File: config.mk
export PLATFORM = sky130hd
export DESIGN_NAME = mult_div_unit_flat
export DESIGN_NICKNAME = d
export VERILOG_FILES = /design/src/rtl/mult_div_unit_if.sv /design/src/rtl/mult_div_unit.sv /design/src/flat_wrapper.sv
export SDC_FILE = /design/constraint.sdc
export NUM_CORES = 2
export LEC_CHECK = 0
export CELL_PAD_IN_SITES_DETAIL_PLACEMENT = 0
export CELL_PAD_IN_SITES_GLOBAL_PLACEMENT = 1
export CORE_ASPECT_RATIO = 1.4
export CORE_MARGIN = 5
export CORE_UTILIZATION = 35
export CTS_CLUSTER_DIAMETER = 200
export DETAILED_ROUTE_END_ITERATION = 12
export GPL_ROUTABILITY_DRIVEN = 0
export GPL_TIMING_DRIVEN = 1
export HOLD_SLACK_MARGIN = 0.08
export PLACE_DENSITY_LB_ADDON = 0.25
export SLEW_MARGIN = 40
export SYNTH_ARGS = -nofsm -noshare
export SYNTH_HDL_FRONTEND = slang
export SYNTH_SLANG_ARGS = --single-unit
File: constraint.sdc
create_clock -name clk -period 3.4 [get_ports clk]
set_clock_uncertainty 0.05 [all_clocks]
set_input_delay 0.68 -clock clk [delete_from_list [all_inputs] [get_ports clk]]
set_output_delay 0.68 -clock clk [all_outputs]
set_load 0.03 [all_outputs]
File: src/rtl/mult_div_unit_if.sv
// rtl/mult_div_unit_if.sv - EX-stage issue / ID-stage stall bundle for the multiply/divide unit.
interface mult_div_unit_if;
   logic        start;
   logic [2:0]  op;
   logic [31:0] a;
   logic [31:0] b;
   logic        md_use_d;
   logic        busy;
   logic        stall;
   logic [31:0] hi;
   logic [31:0] lo;

   modport master (
      output start, op, a, b, md_use_d,
      input  busy, stall, hi, lo
   );

   modport slave (
      input  start, op, a, b, md_use_d,
      output busy, stall, hi, lo
   );
endinterface

File: src/rtl/mult_div_unit.sv
// rtl/mult_div_unit.sv - multi-cycle multiply/divide unit holding HI/LO with ID-stage stall.
// Define MDU_DIV_EN to build the divider; otherwise div/divu behave as NOP.
module mult_div_unit #(
   parameter int MULT_CYCLES = 5,
   parameter int DIV_CYCLES  = 10
) (
   input  logic           clk,
   input  logic           rst_n,
   mult_div_unit_if.slave mdu
);
   localparam int MAX_CYC = (MULT_CYCLES > DIV_CYCLES) ? MULT_CYCLES : DIV_CYCLES;
   localparam int CNT_W   = (MAX_CYC > 1) ? $clog2(MAX_CYC) : 1;

   localparam logic [2:0] OP_MULT  = 3'b000;
   localparam logic [2:0] OP_MULTU = 3'b001;
   localparam logic [2:0] OP_DIV   = 3'b010;
   localparam logic [2:0] OP_DIVU  = 3'b011;
   localparam logic [2:0] OP_MTHI  = 3'b100;
   localparam logic [2:0] OP_MTLO  = 3'b101;

   typedef enum logic {S_IDLE, S_BUSY} state_t;

   state_t           r_state, w_state_nxt;
   logic [CNT_W-1:0] r_cnt, w_cnt_nxt;
   logic [31:0]      r_hi, r_lo, r_pend_hi, r_pend_lo;
   logic             r_pend_wr;
   logic             w_is_mul, w_is_div, w_issue, w_done;
   logic [63:0]      w_ext_a, w_ext_b, w_prod;
   logic [31:0]      w_quo, w_rem;
   logic             w_div_wr;

   assign w_is_mul = (mdu.op == OP_MULT) || (mdu.op == OP_MULTU);

   // Sign- or zero-extending to 64 bits lets one unsigned multiplier serve both mult and multu.
   assign w_ext_a = {{32{(mdu.op == OP_MULT) & mdu.a[31]}}, mdu.a};
   assign w_ext_b = {{32{(mdu.op == OP_MULT) & mdu.b[31]}}, mdu.b};
   assign w_prod  = w_ext_a * w_ext_b;

`ifdef MDU_DIV_EN
   logic        w_sgn;
   logic [31:0] w_a_mag, w_b_mag, w_q_mag, w_r_mag;

   assign w_is_div = (mdu.op == OP_DIV) || (mdu.op == OP_DIVU);
   assign w_sgn    = (mdu.op == OP_DIV);
   // Magnitude divide then re-sign: gives truncation toward zero and makes 0x80000000/-1 wrap naturally.
   assign w_a_mag  = (w_sgn & mdu.a[31]) ? (32'd0 - mdu.a) : mdu.a;
   assign w_b_mag  = (w_sgn & mdu.b[31]) ? (32'd0 - mdu.b) : mdu.b;
   assign w_q_mag  = (mdu.b == 32'd0) ? 32'd0 : (w_a_mag / w_b_mag);
   assign w_r_mag  = (mdu.b == 32'd0) ? 32'd0 : (w_a_mag % w_b_mag);
   assign w_quo    = (w_sgn & (mdu.a[31] ^ mdu.b[31])) ? (32'd0 - w_q_mag) : w_q_mag;
   assign w_rem    = (w_sgn & mdu.a[31]) ? (32'd0 - w_r_mag) : w_r_mag;
   assign w_div_wr = (mdu.b != 32'd0);
`else
   assign w_is_div = 1'b0;
   assign w_quo    = 32'd0;
   assign w_rem    = 32'd0;
   assign w_div_wr = 1'b0;
`endif

   always_comb begin
      w_state_nxt = r_state;
      w_cnt_nxt   = r_cnt;
      w_issue     = 1'b0;
      w_done      = 1'b0;
      case (r_state)
         S_IDLE: begin
            if (mdu.start && (w_is_mul || w_is_div)) begin
               w_issue     = 1'b1;
               w_state_nxt = S_BUSY;
               w_cnt_nxt   = w_is_mul ? CNT_W'(MULT_CYCLES - 1) : CNT_W'(DIV_CYCLES - 1);
            end
         end
         S_BUSY: begin
            if (r_cnt == '0) begin
               w_done      = 1'b1;
               w_state_nxt = S_IDLE;
            end else begin
               w_cnt_nxt = r_cnt - 1'b1;
            end
         end
         default: w_state_nxt = S_IDLE;
      endcase
   end

   always_ff @(posedge clk or negedge rst_n) begin
      if (!rst_n) begin
         r_state <= S_IDLE;
         r_cnt   <= '0;
      end else begin
         r_state <= w_state_nxt;
         r_cnt   <= w_cnt_nxt;
      end
   end

   always_ff @(posedge clk or negedge rst_n) begin
      if (!rst_n) begin
         r_hi      <= 32'd0;
         r_lo      <= 32'd0;
         r_pend_hi <= 32'd0;
         r_pend_lo <= 32'd0;
         r_pend_wr <= 1'b0;
      end else begin
         if (w_issue) begin
            r_pend_hi <= w_is_mul ? w_prod[63:32] : w_rem;
            r_pend_lo <= w_is_mul ? w_prod[31:0]  : w_quo;
            r_pend_wr <= w_is_mul | w_div_wr;
         end
         if (w_done && r_pend_wr) begin
            r_hi <= r_pend_hi;
            r_lo <= r_pend_lo;
         end
         if ((r_state == S_IDLE) && mdu.start && (mdu.op == OP_MTHI)) r_hi <= mdu.a;
         if ((r_state == S_IDLE) && mdu.start && (mdu.op == OP_MTLO)) r_lo <= mdu.a;
      end
   end

   assign mdu.busy  = (r_state == S_BUSY);
   assign mdu.stall = mdu.md_use_d & (mdu.busy | (mdu.start & (w_is_mul | w_is_div)));
   assign mdu.hi    = r_hi;
   assign mdu.lo    = r_lo;
endmodule
File: src/flat_wrapper.sv
// flat-port wrapper written by rule: the top's interface ports become plain ports
module mult_div_unit_flat 
#(
   parameter int MULT_CYCLES = 5,
   parameter int DIV_CYCLES  = 10
)
  (clk, rst_n, mdu_start, mdu_op, mdu_a, mdu_b, mdu_md_use_d, mdu_busy, mdu_stall, mdu_hi, mdu_lo);
  mult_div_unit_if mdu_i ();
  input  logic clk;
  input  logic rst_n;
  input wire logic [$bits(mdu_i.start)-1:0] mdu_start;
  input wire logic [$bits(mdu_i.op)-1:0] mdu_op;
  input wire logic [$bits(mdu_i.a)-1:0] mdu_a;
  input wire logic [$bits(mdu_i.b)-1:0] mdu_b;
  input wire logic [$bits(mdu_i.md_use_d)-1:0] mdu_md_use_d;
  output wire logic [$bits(mdu_i.busy)-1:0] mdu_busy;
  output wire logic [$bits(mdu_i.stall)-1:0] mdu_stall;
  output wire logic [$bits(mdu_i.hi)-1:0] mdu_hi;
  output wire logic [$bits(mdu_i.lo)-1:0] mdu_lo;
  assign mdu_i.start = mdu_start;
  assign mdu_i.op = mdu_op;
  assign mdu_i.a = mdu_a;
  assign mdu_i.b = mdu_b;
  assign mdu_i.md_use_d = mdu_md_use_d;
  assign mdu_busy = mdu_i.busy;
  assign mdu_stall = mdu_i.stall;
  assign mdu_hi = mdu_i.hi;
  assign mdu_lo = mdu_i.lo;
  mult_div_unit #(.MULT_CYCLES(MULT_CYCLES), .DIV_CYCLES(DIV_CYCLES)) u_core (.clk(clk), .rst_n(rst_n), .mdu(mdu_i));
endmodule
* Word level (Yosys, flattened, before mapping)
Index checks and enable logic that the tools add are counted.
W data, S select, Z words.
** Storage, ports and cells
- RAM bits :: 0
- Latch bits :: 0
- Memories kept :: 0
- Output and inout bits :: 66
- Bits in read-only memories :: 0
- Flip-flop bits (word level) :: 134
** Operators by class
- Reduce and logical (&&, ||, !) cells :: 11
- Shift operators :: 0
- Divide/modulo/power cells :: 0
- Bitwise gates (word level) :: 6
- Equal/unequal tests :: 5
- Magnitude comparators :: 0
- Add/subtract/negate cells :: 1
- Multiply operators :: 1
- Mux-type cells :: 16
** Operators by type and width (number)
- $mux W32 :: 6
- $mul A33 B33 Y64 :: 1
- $mux W4 :: 3
- $pmux W4 S2 :: 1
- $eq A3 B3 Y1 const B :: 2
- $logic_and A1 B1 Y1 :: 5
- $mux W1 :: 5
- $and A1 B1 Y1 :: 4
- $logic_not A4 Y1 :: 1
- $reduce_bool A2 Y1 :: 2
- $sub A4 B1 Y4 const B :: 1
- $eq A3 B1 Y1 const B :: 1
- $logic_not A3 Y1 :: 1
- $ne A2 B1 Y1 const B :: 1
- $ne A2 B2 Y1 const B :: 1
- $pmux W1 S2 :: 1
- $reduce_and A2 Y1 :: 1
- $logic_or A1 B1 Y1 :: 1
- $not A1 Y1 :: 1
- $or A1 B1 Y1 :: 1

* Depth between registers and ports, before layout
- Word-level depth :: 6
- Gate-level depth with buffers :: 31
- Depth with buffers taken out :: 29

* Least setup slack after synthesis
OpenSTA, ideal clock, no wires.
- Kind :: input-to-reg
- Start point :: input port mdu_op[2]
- End point :: register u_core.r_pend_hi[28]
- Required time :: 3.263 ns
- Stages on the path :: 29
- Data arrival time :: 8.320 ns
- Setup slack :: -5.057 ns
- Library setup time :: 0.087 ns
- Buffers on the path :: 2
- Cells stage by stage :: nor3_1 > and2_1 > clkbuf_1 > nand2_1 > inv_1 > fa_1 > inv_1 > fa_1 > inv_1 > fa_1 > fa_1 > inv_1 > fa_1 > inv_1 > fa_1 > inv_1 > fa_1 > fa_1 > inv_1 > ha_1 > clkbuf_1 > a21oi_1 > o21ai_0 > a21o_1 > a21o_1 > a21oi_1 > nor2b_1 > or4b_1 > o211ai_1
** On the way
- Cells in the longest elaborated chain, start to end :: 5
- Elaborated cells on any way between the ends :: 10
- Those cells by class :: mul: 1; eq/ne: 1; mux: 3; bitwise: 2; reduce/logical: 3
** RTL lines
- from (decl) :: RTL line flat_wrapper.sv:12 : input wire logic [$bits(mdu_i.op)-1:0] mdu_op;
- branches (longest 5 deep; another with $mul A33 B33 Y64)
- to (signal assigned) :: RTL line mult_div_unit.sv:104 : r_pend_hi <= w_is_mul ? w_prod[63:32] : w_rem;
- to (decl) :: RTL line mult_div_unit.sv:25 : logic [31:0] r_hi, r_lo, r_pend_hi, r_pend_lo;
Several ways; the timed one is not identified.
A chain may end at the register's enable or synchronous reset.

* Worst setup path in the final report
- Start point :: input port mdu_op[1]
- End point :: register u_core.r_pend_hi[30]
Same word-level chain as after synthesis.

==> out/metrics.cfg <==
[run_status]
status=finished, violations left
violations=negative setup slack

[cells_and_area]
area_delta_synth_final_pct=30.5
drive_above_1_share=0.238
nets=6799
final_util=0.458
fill_cells=12000

[floorplan]
io_pins=137
rows=153
core_um2=124000
die-area_um2=132000
initial_core_util=0.351
die_w_um=308
dieHeight_um=427

[sta]
setup_viol=59
rsz0062_at_grt=yes
hold_violations=0
fin_ws_ps=-4400
post-route-period-util=2.29
fmax_mhz=128
relSlewSlack=0.535
post-route-min-period_ps=7800
report.final.slew_viol_count=0
worstMarginPinSlew_ps=693

[critical_path]
cp_max_fo=6
critPathCaptureType=register
reg2regPathDepth=8
reg2reg_from=u_core.r_cnt[0]
crit_buf_inv=12
worstSetupPathType=in -> reg
cp-start-kind=input port
rr_endpoint=u_core.mdu.hi[5]
worstPathArrival_ps=8060
reg2reg_slack_ps=1190
slowest_delay_ps=560
slowest_stage=fa_2
cp.required_ps=3660
path_delay_family=adder cells

[routing]
first_iter_violations=1761
detail_route.vias_per_cell=4.89
drtAntennaViolNets=0
route.detailed.drc=0
vias=34400
firstDrtPassIters=5
avgRoutedWirePerCell_um=23.5
drt_wl_total_um=165000

[grt]
grt_overflow=0
grt_pass1_wl_um=246000
grt_usage=0.253
grt_max_degree=75
antenna_found_initial=2
first_global_vias=38600

[logic_synthesis]
yosysSeqAreaShare=0.0770
synth_fp_nets=6189
syn_area_um2=43600
ys_ff_latch=134
synth_top_flop_cell=dfrtp_1
yosysWarningCount=0
synthArstFlopShare=1.00
synth_commonest_cells=inv_1, fa_1, nand2_1
avgSynthCellArea_um2=9.12
synth.area.top_cells=fa_1, inv_1, nand2_1
synth_cells=4779
synth_top_area_share=0.517
synth_edf_count=0
yosysMostFrequentCell=inv_1
ys_types=71
synth_top_area_cell=fa_1

[placement]
hpwl_um=132000
port_buffers=136

[job]
drv_cap=0

[clock_network]
clock_sinks=134
cts_made_buffers=17
clock_path_buffers=2
cts_tree=yes
clkTransAtPathRegs_ps=70
postCtsHoldBufs=0
htreeDepth=4
clock_latency_ps=430
clockRootBuffer=clkbuf_16

[min_path]
min_path_type=in -> async

## metrics by stage
stage	hold slack, ps	TNS, ps	cell area, um^2	std cells	setup slack (ps)
final	211	-204200	56800	7031	-4400
after detailed placement	413	-263540	52200	6845	-5480
after CTS	246	-204760	56000	7001	-4450
after floorplan	334	-192920	45200	4779	-4550
after global placement	405	-261740	52200	6845	-5440
after global routing	271	-215540	56800	7030	-4610
## per-layer routing
metal | GRT usage | up-vias | wire (um)
met3 | 0.0189 | 333 | 5060
met2 | 0.489 | 770 | 91400
met1 | 0.268 | 18300 | 56200
met5 | 0 | - | 0
li1 | - | 15000 | -
met4 | 0.142 | 0 | 12300
## kinds of logic after synthesis
family | Yosys count | synth area share
AO/OA/AOI/OAI | 326 | 0.0464
flip-flops | 134 | 0.0770
AND/OR/NAND/NOR | 1392 | 0.143
buffers and inverters | 1447 | 0.125
adder cells (fa/ha/maj) | 1339 | 0.578
XOR/XNOR | 75 | 0.0151
multiplexers | 66 | 0.0152
## worst max path at each step
stage / from / to / slack [ps] / cells after the start
after floorplan: mdu_op[0] / u_core.r_pend_hi[28] / -4550 / 28
after global placement: mdu_op[0] / u_core.r_pend_hi[29] / -5440 / 27
after detailed placement: mdu_op[0] / u_core.r_pend_hi[29] / -5480 / 27
after CTS: mdu_op[2] / u_core.r_pend_hi[31] / -4450 / 31
after global routing: mdu_op[1] / u_core.r_pend_hi[31] / -4610 / 31
final: mdu_op[1] / u_core.r_pend_hi[30] / -4400 / 32
## worst register-to-register path, delay by kind of cell (launching register included)
kind	cells	cell delay, ps
flops	1	400
compound gates	2	570
simple gates	3	630
fa+ha+maj	1	140
buf+inv	2	350
## layout make-up
cell class	instances	area, um^2	share of cell area
inverter	1154	4340	0.0764
antenna	2	5.00	0.0000880
multi-input combinational	3198	37100	0.652
tap	1627	2040	0.0358
clock inverter	15	153	0.00269
sequential	134	3350	0.0590
clock buffer	17	425	0.00748
timing repair buffer	884	9460	0.166
## registers in the layout, indices dropped and copies added (netlist names)
| name | count |
|---|---|
| u_core.mdu.hi | 32 |
| u_core.mdu.lo | 32 |
| u_core.r_pend_hi | 32 |
| u_core.r_pend_lo | 32 |
| u_core.r_cnt | 4 |
| u_core.mdu.busy | 1 |
| u_core.r_pend_wr | 1 |
## what timing repair did
action / 4_1_cts / 5_1_grt
pin swaps: 244 / 130
setup buffers: 105 / 30
cloned: 28 / 4
setup endpoints to repair: 60 / 59
resized for setup: 565 / 158
## cell usage in the layout (no fill, tap or decap), types with 15 or more instances in the layout
cell type | synthesis | final
a21o_1 | 23 | 22
a21oi_1 | 99 | 59
a21oi_2 | 2 | 30
and2_1 | 289 | 259
and2_4 | 0 | 30
and3_1 | 20 | 15
buf_12 | 0 | 117
buf_16 | 0 | 19
buf_4 | 0 | 537
buf_6 | 2 | 86
buf_8 | 0 | 17
clkbuf_16 | 0 | 21
clkdlybuf4s50_1 | 0 | 74
dfrtp_1 | 134 | 134
fa_1 | 1125 | 1047
fa_2 | 0 | 78
ha_1 | 214 | 143
ha_4 | 0 | 68
inv_1 | 1154 | 1095
inv_2 | 0 | 56
mux2i_1 | 64 | 64
nand2_1 | 896 | 861
nand2_2 | 0 | 28
nand3_1 | 25 | 18
nor2_1 | 88 | 80
o21ai_0 | 112 | 49
o21ai_1 | 9 | 54
xnor2_1 | 52 | 36
Power is not shown: default switching activity piles up to over one toggle a cycle in this logic, so the estimate is an artifact.
